`config.mk`:
```
export PLATFORM = sky130hd
export DESIGN_NAME = lsu_flat
export DESIGN_NICKNAME = d
export VERILOG_FILES = /design/src/rtl/lsu_if.sv /design/src/rtl/lsu.sv /design/src/flat_wrapper.sv
export SDC_FILE = /design/constraint.sdc
export NUM_CORES = 1
export LEC_CHECK = 0
export CORE_MARGIN = 4
export CORE_UTILIZATION = 30
export CTS_BUF_LIST = sky130_fd_sc_hd__clkbuf_2
export CTS_CLUSTER_DIAMETER = 50
export DETAILED_ROUTE_END_ITERATION = 16
export GPL_TIMING_DRIVEN = 0
export HOLD_SLACK_MARGIN = 0.08
export PLACE_DENSITY = 0.59
export SLEW_MARGIN = 0
export SYNTH_ARGS = -nofsm -noshare
export SYNTH_HDL_FRONTEND = slang
export SYNTH_SLANG_ARGS = --single-unit
export TNS_END_PERCENT = 30
```
`constraint.sdc`:
```
create_clock -name clk_i -period 4.3 [get_ports clk_i]
set_input_delay 0.86 -clock clk_i [delete_from_list [all_inputs] [get_ports clk_i]]
set_output_delay 0.86 -clock clk_i [all_outputs]
set_load 0.03 [all_outputs]
```
`src/rtl/lsu_if.sv`:
```
// Request and memory-port signal bundle for the load/store unit.
// The slave modport is the LSU's view; master is the core/memory side.
interface lsu_if;
   logic        req_i;
   logic        we_i;
   logic [2:0]  funct3_i;
   logic [31:0] addr_i;
   logic [31:0] wdata_i;
   logic        busy_o;
   logic        done_o;
   logic        err_o;
   logic [31:0] rdata_o;
   logic        mem_en_o;
   logic        mem_we_o;
   logic [31:0] mem_addr_o;
   logic [31:0] mem_wdata_o;
   logic [31:0] mem_rdata_i;

   modport slave (
      input  req_i, we_i, funct3_i, addr_i, wdata_i, mem_rdata_i,
      output busy_o, done_o, err_o, rdata_o, mem_en_o, mem_we_o, mem_addr_o, mem_wdata_o
   );

   modport master (
      output req_i, we_i, funct3_i, addr_i, wdata_i, mem_rdata_i,
      input  busy_o, done_o, err_o, rdata_o, mem_en_o, mem_we_o, mem_addr_o, mem_wdata_o
   );
endinterface

```
`src/rtl/lsu.sv`:
```
// Load/store unit: byte/half/word accesses onto a word-wide synchronous memory,
// with read-modify-write for sub-word stores and alignment/legality checking.
module lsu (
   input  logic clk_i,
   input  logic rst_ni,
   lsu_if.slave bus
);

   typedef enum logic [2:0] {StIdle, StRd, StCap, StWr, StDone} state_e;

   state_e      state_q, state_d;
   logic        we_q;
   logic [2:0]  funct3_q;
   logic [31:0] addr_q;
   logic [31:0] wdata_q;
   logic [31:0] rdata_q;
   logic        err_q;

   logic        req_illegal;
   logic        req_misaligned;
   logic        req_err;
   logic [7:0]  sel_byte;
   logic [15:0] sel_half;
   logic [31:0] load_val;
   logic [31:0] merged;

   // Legality/alignment of the request currently presented on the inputs.
   always_comb begin
      req_illegal    = (bus.funct3_i == 3'b011) || (bus.funct3_i[2:1] == 2'b11) ||
                       (bus.we_i && bus.funct3_i[2]);
      req_misaligned = 1'b0;
      case (bus.funct3_i[1:0])
         2'b01:   req_misaligned = bus.addr_i[0];
         2'b10:   req_misaligned = (bus.addr_i[1:0] != 2'b00);
         default: req_misaligned = 1'b0;
      endcase
      req_err = req_illegal || req_misaligned;
   end

   always_comb begin
      state_d = state_q;
      unique case (state_q)
         StIdle: begin
            if (bus.req_i) begin
               if (req_err) begin
                  state_d = StDone;
               end else if (!bus.we_i) begin
                  state_d = StRd;
               end else if (bus.funct3_i[1:0] == 2'b10) begin
                  state_d = StWr;
               end else begin
                  state_d = StRd;
               end
            end
         end
         StRd:    state_d = StCap;
         StCap:   state_d = we_q ? StWr : StDone;
         StWr:    state_d = StDone;
         StDone:  state_d = StIdle;
         default: state_d = StIdle;
      endcase
   end

   // Lane selection and extension of the returned memory word for loads.
   always_comb begin
      sel_byte = 8'h00;
      case (addr_q[1:0])
         2'b00:   sel_byte = bus.mem_rdata_i[7:0];
         2'b01:   sel_byte = bus.mem_rdata_i[15:8];
         2'b10:   sel_byte = bus.mem_rdata_i[23:16];
         default: sel_byte = bus.mem_rdata_i[31:24];
      endcase
      sel_half = addr_q[1] ? bus.mem_rdata_i[31:16] : bus.mem_rdata_i[15:0];
      load_val = bus.mem_rdata_i;
      case (funct3_q)
         3'b000:  load_val = {{24{sel_byte[7]}}, sel_byte};
         3'b001:  load_val = {{16{sel_half[15]}}, sel_half};
         3'b100:  load_val = {24'h000000, sel_byte};
         3'b101:  load_val = {16'h0000, sel_half};
         default: load_val = bus.mem_rdata_i;
      endcase
   end

   // Sub-word store: replace only the addressed lane of the word just read.
   always_comb begin
      merged = bus.mem_rdata_i;
      if (funct3_q[1:0] == 2'b00) begin
         case (addr_q[1:0])
            2'b00:   merged[7:0]   = wdata_q[7:0];
            2'b01:   merged[15:8]  = wdata_q[7:0];
            2'b10:   merged[23:16] = wdata_q[7:0];
            default: merged[31:24] = wdata_q[7:0];
         endcase
      end else if (addr_q[1]) begin
         merged[31:16] = wdata_q[15:0];
      end else begin
         merged[15:0] = wdata_q[15:0];
      end
   end

   always_ff @(posedge clk_i) begin
      if (!rst_ni) begin
         state_q  <= StIdle;
         we_q     <= 1'b0;
         funct3_q <= 3'b000;
         addr_q   <= 32'h0;
         wdata_q  <= 32'h0;
         rdata_q  <= 32'h0;
         err_q    <= 1'b0;
      end else begin
         state_q <= state_d;
         if (state_q == StIdle && bus.req_i) begin
            we_q     <= bus.we_i;
            funct3_q <= bus.funct3_i;
            addr_q   <= bus.addr_i;
            wdata_q  <= bus.wdata_i;
            err_q    <= req_err;
         end
         // wdata_q is reused to hold the merged word for the following WR cycle.
         if (state_q == StCap) begin
            if (we_q) begin
               wdata_q <= merged;
            end else begin
               rdata_q <= load_val;
            end
         end
      end
   end

   assign bus.busy_o      = (state_q != StIdle);
   assign bus.done_o      = (state_q == StDone);
   assign bus.err_o       = (state_q == StDone) && err_q;
   assign bus.rdata_o     = rdata_q;
   assign bus.mem_en_o    = (state_q == StRd) || (state_q == StWr);
   assign bus.mem_we_o    = (state_q == StWr);
   assign bus.mem_wdata_o = (state_q == StWr) ? wdata_q : 32'h0;
   assign bus.mem_addr_o  = {addr_q[31:2], 2'b00};

endmodule

```
`src/flat_wrapper.sv`:
```
// flat-port wrapper written by rule: the top's interface ports become plain ports
module lsu_flat 
  (clk_i, rst_ni, bus_req_i, bus_we_i, bus_funct3_i, bus_addr_i, bus_wdata_i, bus_mem_rdata_i, bus_busy_o, bus_done_o, bus_err_o, bus_rdata_o, bus_mem_en_o, bus_mem_we_o, bus_mem_addr_o, bus_mem_wdata_o);
  lsu_if bus_i ();
  input  logic clk_i;
  input  logic rst_ni;
  input wire logic [$bits(bus_i.req_i)-1:0] bus_req_i;
  input wire logic [$bits(bus_i.we_i)-1:0] bus_we_i;
  input wire logic [$bits(bus_i.funct3_i)-1:0] bus_funct3_i;
  input wire logic [$bits(bus_i.addr_i)-1:0] bus_addr_i;
  input wire logic [$bits(bus_i.wdata_i)-1:0] bus_wdata_i;
  input wire logic [$bits(bus_i.mem_rdata_i)-1:0] bus_mem_rdata_i;
  output wire logic [$bits(bus_i.busy_o)-1:0] bus_busy_o;
  output wire logic [$bits(bus_i.done_o)-1:0] bus_done_o;
  output wire logic [$bits(bus_i.err_o)-1:0] bus_err_o;
  output wire logic [$bits(bus_i.rdata_o)-1:0] bus_rdata_o;
  output wire logic [$bits(bus_i.mem_en_o)-1:0] bus_mem_en_o;
  output wire logic [$bits(bus_i.mem_we_o)-1:0] bus_mem_we_o;
  output wire logic [$bits(bus_i.mem_addr_o)-1:0] bus_mem_addr_o;
  output wire logic [$bits(bus_i.mem_wdata_o)-1:0] bus_mem_wdata_o;
  assign bus_i.req_i = bus_req_i;
  assign bus_i.we_i = bus_we_i;
  assign bus_i.funct3_i = bus_funct3_i;
  assign bus_i.addr_i = bus_addr_i;
  assign bus_i.wdata_i = bus_wdata_i;
  assign bus_i.mem_rdata_i = bus_mem_rdata_i;
  assign bus_busy_o = bus_i.busy_o;
  assign bus_done_o = bus_i.done_o;
  assign bus_err_o = bus_i.err_o;
  assign bus_rdata_o = bus_i.rdata_o;
  assign bus_mem_en_o = bus_i.mem_en_o;
  assign bus_mem_we_o = bus_i.mem_we_o;
  assign bus_mem_addr_o = bus_i.mem_addr_o;
  assign bus_mem_wdata_o = bus_i.mem_wdata_o;
  lsu u_core (.clk_i(clk_i), .rst_ni(rst_ni), .bus(bus_i));
endmodule
```
## After elaboration in Yosys (flattened, before gate mapping)

Index checks and enable logic that the tools add are counted.

| cells by class | value |
|---|---|
| eq/ne operators | 16 |
| muxes and demuxes | 21 |
| bitwise logic cells | 1 |
| reduce and logical (&&, ||, !) cells | 16 |

Operator list:

| kind | count |
|---|---|
| $mux 32 | 5 |
| $pmux 32 s4 | 1 |
| $mux 16 | 3 |
| $mux 8 | 4 |
| $pmux 8 s3 | 1 |
| $mux 3 | 4 |
| $pmux 3 s4 | 1 |
| $eq 3x2->1 const B | 3 |
| $eq 3x3->1 const B | 3 |
| $ne 4x4->1 const B | 2 |
| $eq 2x2->1 const B | 3 |
| $eq 3x1->1 const B | 2 |
| $logic_not 3->1 | 2 |
| $eq 2x1->1 const B | 2 |
| $logic_not 2->1 | 2 |
| $logic_or 1x1->1 | 4 |
| $reduce_and 2->1 | 2 |
| $logic_and 1x1->1 | 3 |
| $reduce_bool 3->1 | 1 |
| $reduce_or 3->1 | 1 |
| $mux 2 | 1 |
| $ne 2x2->1 const B | 1 |
| $pmux 1 s2 | 1 |
| $reduce_bool 2->1 | 1 |
| $not 1->1 | 1 |

| word-level totals | value |
|---|---|
| bits in registers | 104 |
| output and inout port bits | 101 |
| logic and storage cells | 63 |

## Depth between registers and ports, before layout

| depth | value |
|---|---|
| depth in word-level cells | 7 |
| depth in mapped cells | 7 |
| depth with buffers taken out | 6 |

## Worst setup path after synthesis

Ideal clock, no wire load.

| timing | value |
|---|---|
| path kind | reg-to-output |
| from | register u_core.state_q[2] |
| to | output port bus_err_o |
| arrival | 1.636 ns |
| data required time | 3.440 ns |
| slack | 1.804 ns |
| stages on the path, launching flop included | 5 |
| path buffers | 1 |
| cells stage by stage | dfxtp_1 buf_6 inv_1 nor3_1 and2_1 |

| on the way | value |
|---|---|
| longest elaborated chain between the ends | 2 |

RTL lines:

| what | RTL line | text |
|---|---|---|
| start: declaration | lsu.sv:11 | `state_e state_q, state_d;` |
| start signal: assignment | lsu.sv:103 | `state_q <= StIdle;` |
| start signal: assignment | lsu.sv:111 | `state_q <= state_d;` |
| $eq 3x3->1 | n/a |  |
| net bus_done_o | flat_wrapper.sv:14 | `output wire logic [$bits(bus_i.done_o)-1:0] bus_done_o;` |
| $logic_and 1x1->1 | lsu.sv:132 | `assign bus.err_o = (state_q == StDone) && err_q;` |
| end: declaration | flat_wrapper.sv:15 | `output wire logic [$bits(bus_i.err_o)-1:0] bus_err_o;` |

The timed path passes the listed nets, and every way through them passes these cells.

## Final worst setup path

| timing | value |
|---|---|
| from | register u_core.state_q[0] |
| to | output port bus_mem_wdata_o[15] |

| on the way | value |
|---|---|
| longest elaborated chain between the ends | 2 |

RTL lines:

| what | RTL line | text |
|---|---|---|
| $eq 3x2->1 | lsu.sv:136 | `assign bus.mem_wdata_o = (state_q == StWr) ? wdata_q : 32'h0;` |
| $mux 32 | lsu.sv:136 |  |
| end: declaration | flat_wrapper.sv:20 | `output wire logic [$bits(bus_i.mem_wdata_o)-1:0] bus_mem_wdata_o;` |

No other way between the ends.

==> results_dict.tcl <==
set metrics [dict create \
    status "finished, final reports clean" \
    routed_wl_um 20600 \
    maxCapViolCount 0 \
    fin_crit_sh_pct 88.1 \
    synth-seq-cells 104 \
    ys_seq_area_share_pct 38.2 \
    design_area_um2 7870 \
    syn2layout_area_growth_pct 44.3 \
    worstMarginPinSlew_ps 617 \
    cts_made_buffers 9 \
    peakVddDrop_v 0.000137 \
    drive_gt1_share_pct 11.2 \
    dp_hpwl_um 15900 \
    root_buffer "clkbuf_2" \
    port_buffers 200 \
    ys.flop_type "dfxtp_1" \
    busiest_layer "met2" \
    synth.most_common_cell "dfxtp_1" \
    ys_top_cells_by_count "dfxtp_1 (104), nand2_1 (102), a21oi_1 (60)" \
    crit_type "flip-flop to primary output" \
    vias 5641 \
    grt_pass1_wl_um 31300 \
    critPathTopFamily "buffers and inverters" \
    cts.sinks 104 \
    final_max_slew_viol_count 0 \
    synth_edf_count 0 \
    min_path_type "flip-flop to flip-flop" \
    gp_congestion 0.908 \
    cp_data_required_time_ps 3440 \
    critPathMaxStageDelay_ps 680 \
    cp_cell_sequence "buf_4 -> nor2b_1 -> clkbuf_1 -> and3_1 -> clkdlybuf4s50_1" \
    cp_max_fo 10 \
    finish.utilization_pct 43.9 \
    netlist_area_um2 5450 \
    syn_inst 668 \
    drcViolationCount 0 \
    pwr-share-seq_pct 46.5 \
    vias_per_cell 5.06 \
    path_clk_slew_ps 300 \
    synthTopCellsByArea "dfxtp_1 (38%), nand2_1 (7.0%), a21oi_1 (5.5%)" \
    grt_pass1_vias 5573 \
    swShare_pct 35.4 \
    io_pins 204 \
    dr.pass1.iters 5 \
    nets 986 \
    netlist.area_leader.share_pct 38.2 \
    pwr-share-comb_pct 32.1 \
    antennaDiodeCount 0 \
    clk_latency_ps 630 \
    finalPower_uw 2380 \
    cts_buffer_depth 2 \
    grt_overflow 0 \
    die_h_um 143 \
    ff_latch_area_um2 2080 \
    pwr-share-clk_pct 21.4 \
    initial_utilization_pct 30.5 \
    synth_area_per_cell_um2 8.16 \
    fill_cells 1800 \
    maxSlewHeadroom_pct 58.7 \
    hold_violations 0 \
    htreeDepth 3 \
    rows 49 \
    rsz0062_at_grt "no" \
    grt_use_total_pct 19.7 \
    yosysWarnings 0 \
    crit_slowest_cell "clkdlybuf4s50_1" \
    ys_types 49 \
    critPathArrivalTime_ps 2930 \
    design.core.area_um2 17900 \
    cts_resized 0 \
    period_minus_slack_ps 3790 \
    grt_use_met1_pct 26.6 \
    postCtsHoldBufs 0 \
    p_leak_uw 0.00302 \
    dr.first_iter.drc_count 313 \
    p_int_uw 1540 \
    grt_start_max_net_pins 19 \
    skew_ps 41.2 \
    use_met3_pct 4.22 \
    ys_async_sr_fraction_pct 0 \
    setup_tns_ps 0 \
    layout_setup_ws_ps 512 \
    finalSetupViolCount 0 \
    drt.antenna.violating_nets 0 \
    dpl_worst_slack_ps 1230 \
    startpoint_type "flip-flop" \
    cts_tree "yes" \
    dieArea_um2 20400 \
    multiInputGateArea_um2 2800 \
    critical_path_buf_inv_count 3 \
    cts_setup_buffers 0 \
    p_switching_uw 841 \
    cp-end-kind "primary output" \
    use_met2_pct 32.0 \
    fmax_mhz 264 \
    yosysTopAreaCell "dfxtp_1" \
    place_area_um2 7740 \
    antenna_found_initial 0 \
    power-per-cell-area_nw_per_um2 302 \
    wl_per_cell_um 18.5 \
    die_w_um 143 \
]
-- through the flow --
stage	hold WS (ps)	cells
floorplan	435	669
global placement	442	1098
detailed placement	449	1098
CTS	475	1114
global route	488	1114
finish	474	1114
-- power by group through the flow --
stage	clock network (uW)	registers (uW)	logic, uW
final	509	1100	764
after global placement	0	1120	759
after global routing	562	1120	827
after floorplan	0	1130	440
after detailed placement	0	1120	762
after CTS	532	1100	765
-- path summary, 6_finish.rpt --
kind	start	end	slack, ps	depth (start not counted)
min	u_core.bus.rdata_o[11]	u_core.bus.rdata_o[11]	470	2
max reg2reg	u_core.addr_q[1]	u_core.bus.rdata_o[18]	2380	6
max	u_core.state_q[0]	bus_mem_wdata_o[15]	510	5
min reg2reg	u_core.bus.rdata_o[11]	u_core.bus.rdata_o[11]	470	2
-- kinds of logic (layout without fill, tap and decap cells) --
group           count (synthesis)  after routing  share of synthesized area, %
fa+ha+maj                       3              3                         0.688
simple gates                  219            219                          20.1
buf+inv                       102            318                          10.6
other cells                     1              2                        0.0688
flops                         104            104                          38.2
compound gates                217            217                          25.8
mux                            22             22                          4.57
-- registers in the layout (all words and copies together), names as in the netlist --
name,count
u_core.err_q,1
u_core.addr_q,32
u_core.state_q,3
u_core.we_q,1
u_core.funct3_q,3
u_core.bus.rdata_o,32
u_core.wdata_q,32
-- layout make-up --
class | instances | share of cell area, %
repair buffers | 200 | 25.4
plain buffers | 86 | 6.60
flip-flops and latches | 104 | 26.5
multi-input cells | 463 | 35.5
inverters | 16 | 0.763
clock inverters | 7 | 0.986
well taps | 229 | 3.64
clock buffers | 9 | 0.573
-- layout by cell type (no fill, tap or decap), types with 10 or more instances in the layout --
cell / n
inv_1: 16
o21ai_0: 54
nor3_1: 11
a22o_1: 10
a21boi_0: 30
dfxtp_1: 104
nand2_1: 102
nand2b_1: 11
and3_1: 32
nor2b_1: 10
a21oi_1: 60
clkdlybuf4s50_1: 200
mux2_2: 16
nor2_1: 20
clkbuf_1: 29
buf_4: 40
buf_2: 13
o221ai_1: 22
nand3_1: 16
-- worst min-delay path, stage by stage, from the launching register on --
cell and delay [ps]:
dfxtp_1 380, nand2_1 50, a21oi_1 50
-- layer usage --
metal,up-vias,share of wire (%)
met2,234,45
met5,-,0
met4,0,1.5
met3,20,7.5
met1,2629,46
li1,2758,-
No activity file was read; power rests on OpenSTA's default activity.
